===== config.mk =====
export PLATFORM = sky130hd
export DESIGN_NAME = mem_2r1w_be
export DESIGN_NICKNAME = d
export VERILOG_FILES = /design/src/rtl/mem_2r1w_be.sv
export SDC_FILE = /design/constraint.sdc
export NUM_CORES = 1
export LEC_CHECK = 0
export ABC_AREA = 1
export CAP_MARGIN = 0
export CORE_MARGIN = 2
export CORE_UTILIZATION = 30
export CTS_BUF_LIST = sky130_fd_sc_hd__clkbuf_8
export CTS_CLUSTER_DIAMETER = 30
export DETAILED_ROUTE_END_ITERATION = 7
export PLACE_DENSITY = 0.55
export SYNTH_ARGS = -nofsm -noshare
export SYNTH_HDL_FRONTEND = slang
export SYNTH_SLANG_ARGS = --single-unit

===== constraint.sdc =====
create_clock -name clk -period 2.9 [get_ports clk]
set_input_delay 0.29 -clock clk [delete_from_list [all_inputs] [get_ports clk]]
set_output_delay 0.29 -clock clk [all_outputs]
set_load 0.01 [all_outputs]

===== src/rtl/mem_2r1w_be.sv =====
// Two-read, one-byte-masked-write memory with a post-reset hardware clear sweep.
// Optional write-first read bypass enabled by defining MEM_BYPASS_EN (default: read-first).
module mem_2r1w_be #(
    parameter int DATA_W = 32,
    parameter int ADDR_W = 4
) (
    input  logic                   clk,
    input  logic                   rst,
    input  logic [ADDR_W-1:0]      rd_addr0,
    input  logic                   rd_en0,
    output logic [DATA_W-1:0]      rd_dout0,
    input  logic [ADDR_W-1:0]      rd_addr1,
    input  logic                   rd_en1,
    output logic [DATA_W-1:0]      rd_dout1,
    input  logic [ADDR_W-1:0]      wr_addr0,
    input  logic [DATA_W-1:0]      wr_din0,
    input  logic [DATA_W/8-1:0]    we0,
    output logic                   init_busy
);
    localparam int NB    = DATA_W / 8;
    localparam int DEPTH = 2 ** ADDR_W;

    typedef enum logic {CLEAR, RUN} state_t;

    state_t             state_reg, state_next;
    logic [ADDR_W-1:0]  clr_ptr_reg, clr_ptr_next;
    logic [DATA_W-1:0]  rd_dout0_reg, rd_dout1_reg;
    logic [DATA_W-1:0]  rd_word0, rd_word1;
    logic [NB-1:0]      lane_we;
    logic [ADDR_W-1:0]  mem_waddr;
    logic [DATA_W-1:0]  mem_wdata;
    logic               run;

    assign run = (state_reg == RUN);

    always_ff @(posedge clk or posedge rst) begin
        if (rst) begin
            state_reg   <= CLEAR;
            clr_ptr_reg <= '0;
        end else begin
            state_reg   <= state_next;
            clr_ptr_reg <= clr_ptr_next;
        end
    end

    always_comb begin
        state_next   = state_reg;
        clr_ptr_next = clr_ptr_reg;
        if (state_reg == CLEAR) begin
            clr_ptr_next = clr_ptr_reg + 1'b1;
            if (&clr_ptr_reg)
                state_next = RUN;
        end
    end

    // The sweep borrows the single write port; user writes are masked until RUN.
    always_comb begin
        lane_we   = '0;
        mem_waddr = wr_addr0;
        mem_wdata = wr_din0;
        if (!rst) begin
            if (state_reg == CLEAR) begin
                lane_we   = '1;
                mem_waddr = clr_ptr_reg;
                mem_wdata = '0;
            end else begin
                lane_we = we0;
            end
        end
    end

    // One narrow RAM per byte lane so each lane has a single clean write enable.
    for (genvar gi = 0; gi < NB; gi++) begin : g_lane
        logic [7:0] lane_mem [DEPTH];

        always_ff @(posedge clk) begin
            if (lane_we[gi])
                lane_mem[mem_waddr] <= mem_wdata[gi*8 +: 8];
        end

`ifdef MEM_BYPASS_EN
        assign rd_word0[gi*8 +: 8] = (run && lane_we[gi] && (wr_addr0 == rd_addr0))
                                     ? wr_din0[gi*8 +: 8] : lane_mem[rd_addr0];
        assign rd_word1[gi*8 +: 8] = (run && lane_we[gi] && (wr_addr0 == rd_addr1))
                                     ? wr_din0[gi*8 +: 8] : lane_mem[rd_addr1];
`else
        assign rd_word0[gi*8 +: 8] = lane_mem[rd_addr0];
        assign rd_word1[gi*8 +: 8] = lane_mem[rd_addr1];
`endif
    end

    // CLEAR is only reachable through reset, so holding here keeps the outputs at zero.
    always_ff @(posedge clk or posedge rst) begin
        if (rst) begin
            rd_dout0_reg <= '0;
            rd_dout1_reg <= '0;
        end else begin
            if (run && rd_en0)
                rd_dout0_reg <= rd_word0;
            if (run && rd_en1)
                rd_dout1_reg <= rd_word1;
        end
    end

    assign rd_dout0  = rd_dout0_reg;
    assign rd_dout1  = rd_dout1_reg;
    assign init_busy = (state_reg == CLEAR);

endmodule


==> key figures, run 1 <==
Outcome
  – Outcome: finished clean

Flow run
  – Max-Cap Viols: 0

Logic synthesis
  – Post-synthesis mux area share: 0
  – Commonest cells in the netlist: nand2_1 (1565), nand3_1 (769), edfxtp_1 (512), buf_2 (106), nor2_1 (98)
  – Area share of the largest cell type after synthesis: 0.5349
  – Syn avg cell area: 8.666 µm²
  – Largest family of logic cells by synthesized area: simple AND/OR/NAND/NOR gates
  – Area leader, netlist: edfxtp_1
  – Async SR Flop Fraction: 0.1188
  – Main area contributors after synthesis: edfxtp_1 (53%), nand2_1 (20%), nand3_1 (13%)
  – Synth Instances: 3317
  – Synth Flop Type: edfxtp_1
  – Synth warn: 0
  – Simple-gate share of the synthesized area: 0.3536
  – Post-synth EDFFs: 512
  – Post-Synth XOR/XNOR Area: 0.0009141
  – Seq/Total Area, Yosys: 0.5949
  – Cell with the most instances after synthesis: nand2_1
  – Count of different cell masters after synthesis: 23
  – Synthesized area: 0.02875 mm²
  – #FFs+latches synth: 581
  – Post-synthesis net count: 3370
  – Compound-Gate Fraction of Synth Area: 0.001785
  – Adder-cell share of the synthesized area: 0.0004353

Setup path
  – CP endpoint kind: primary output
  – Worst Setup SP: run
  – CP required: 2.61 ns
  – Startpoint class of the critical path: register
  – Worst-path fanout max: 9
  – Max stage delay cell, worst path: clkdlybuf4s50_1
  – R2R Path Start: run
  – Setup CP Type: register to primary output
  – WP data arrival: 2.26 ns
  – Critical-path cell list: buf_4 -> inv_2 -> clkdlybuf4s50_1
  – Slowest stage delay, CP: 0.60 ns

Place
  – Dpl hpwl: 66900 µm
  – Final Wtd Congestion: 0.8273
  – PortBufs: 116

Global routing
  – First-pass GRT wire length: 152300 µm
  – Vias in the first global route: 23.66k
  – Grt total ovfl: 0
  – Total GRT Usage: 0.2070
  – Pin count of the biggest net entering global routing: 114
  – Initial antenna violation count: 2

Clocking
  – Root cell of the clock tree: clkbuf_8
  – # H-tree levels: 3
  – CTS tree: yes
  – Clk Latency, worst-skew pair: 0.76 ns
  – CTS Buf Count: 114
  – CTS resizes: 0
  – Max clock buf depth: 3
  – Cts hold-fix bufs: 0
  – Number of clock sinks: 581
  – Clock-pin slew on the worst setup and hold paths: 0.06 ns
  – Post-CTS Setup Bufs: 0

Power and ir drop
  – Lkg Pwr: 14.18 nW
  – Power Total: 21.10 mW
  – Pwr Density: 613.2 mW/mm²
  – Maximum VDD drop: 0.0003797 V

Timing
  – Max Fclk: 0.3918 GHz
  – Worst Skew: 0.03258 ns
  – Max_slew headroom: 0.5413
  – RSZ-0062 raised after global routing: no
  – Final setup viols: 0
  – Final Hold Viols: 0
  – Setup tns final: 0 ns
  – Max Slew Vio Count: 0
  – Final min period: 2.553 ns
  – Slew @ Worst Pin: 0.6880 ns
  – Tcrit/Tclk final: 0.8802

Drt
  – Antenna Nets Post-Route: 0
  – Routed vias: 24.46k
  – Vias per cell: 5.051
  – DRT Pass-1 Iters: 5
  – Wire length per cell: 21.40 µm
  – Post-route DRC: 0
  – Initial DRC count: 2675
  – DRT Wirelength: 103600 µm

Die
  – Area of the die: 0.09831 mm²
  – Core Area: 0.09501 mm²
  – Initial Util: 0.3025
  – I/O pins: 117
  – Die X: 313.5 µm
  – Die height: 313.5 µm
  – Row count: 113

Layout
  – Final Core Density: 0.3622
  – Layout area overhead: 19.73%
  – Final nets: 3530
  – Max reg flops: 512
  – Share of layout cells above drive strength 1: 0.1051
  – # fillers: 9587

Hold path
  – Hold Crit Start: wr_din0[4]
  – Worst Hold Class: input port to register
[path summary, 6_finish.rpt]
path                                       endpoint  slack (ns)  cells after the start
min in group asynchronous               rd_dout0[7]        0.23                      3
hold / removal             g_lane[0].lane_mem[6][4]        0.22                      3
setup reg to reg           g_lane[1].lane_mem[1][7]        0.52                      7
setup / recovery                          init_busy        0.35                      3
hold reg to reg                        rd_dout0[19]        0.48                      2
max in group asynchronous              rd_dout0[20]        2.09                      3
[critical path: cells and delay by family, from the launching register on]
family | cells | cell delay (ns)
buf+inv | 3 | 1.06
flops | 1 | 0.43
[logic make-up (layout without fill, tap and decap cells)]
kind of cell | Yosys count | count (layout)
adders and majority gates | 1 | 1
AOI/OAI and AO/OA | 8 | 8
buffers and inverters | 285 | 544
DFF | 581 | 581
xor gates and xnor gates | 3 | 3
and+or+nand+nor | 2439 | 2439
other | 0 | 2
[final cells by class]
cell class | instances | area (µm²) | area share
inverter | 54 | 226.5 | 0.006580
multi-input combinational | 2451 | 10260 | 0.2980
timing repair buffer | 275 | 2605 | 0.07569
clock inverter | 97 | 1016 | 0.02952
clock buffer | 118 | 1624 | 0.04719
sequential | 581 | 17100 | 0.4969
tap | 1265 | 1583 | 0.04599
antenna | 2 | 5.005 | 0.0001454
[layer usage]
| metal | GRT usage | share of wire | wire length [µm] | vias up |
|---|---|---|---|---|
| met5 | 0.005319 | 0.00069 | 72 | - |
| met4 | 0.1019 | 0.044 | 4573 | 2 |
| li1 | - | - | - | 11430 |
| met3 | 0.04123 | 0.079 | 8232 | 218 |
| met1 | 0.2652 | 0.41 | 42280 | 11610 |
| met2 | 0.3339 | 0.47 | 48470 | 1207 |
[through the flow]
stage | worst slack [ns] | area (µm²) | hold slack (ns) | cells
after global placement | 0.3001 | 31770 | 0.4663 | 4626
after CTS | 0.2840 | 34410 | 0.1518 | 4841
after floorplan | 0.4082 | 28750 | 0.4672 | 3317
after detailed placement | 0.2328 | 31770 | 0.4642 | 4626
after global routing | 0.2746 | 34420 | 0.2099 | 4843
final | 0.3475 | 34420 | 0.2168 | 4843
[placed cells by master (no fill, tap or decap), types with 12 or more instances in the layout]
cell / Yosys / routed
buf_12: 0 / 21
bufinv_16: 0 / 17
clkdlybuf4s50_1: 0 / 108
nor2_1: 98 / 98
inv_1: 47 / 54
clkinvlp_4: 0 / 12
nand2_1: 1565 / 1564
inv_6: 0 / 13
dfrtp_1: 69 / 69
nand3_1: 769 / 769
clkinv_1: 0 / 16
clkbuf_8: 0 / 120
edfxtp_1: 512 / 512
buf_4: 42 / 142
clkinv_2: 0 / 17
[report_power, final]
part           switching [mW]  total [mW]  internal, mW
clock                    3.92        9.37          5.45
sequential              0.104        9.38          9.28
combinational            1.59        2.36         0.765
total                    5.61        21.1          15.5
Power figures use the tool's default switching activity.
==> run 2, diff against run 1 <==
- HOLD_SLACK_MARGIN: not set -> 0.1
- SKIP_CTS_REPAIR_TIMING: not set -> 1
==> results of run 2 <==
Final layout, timing and power as in run 1 (identical DEF).
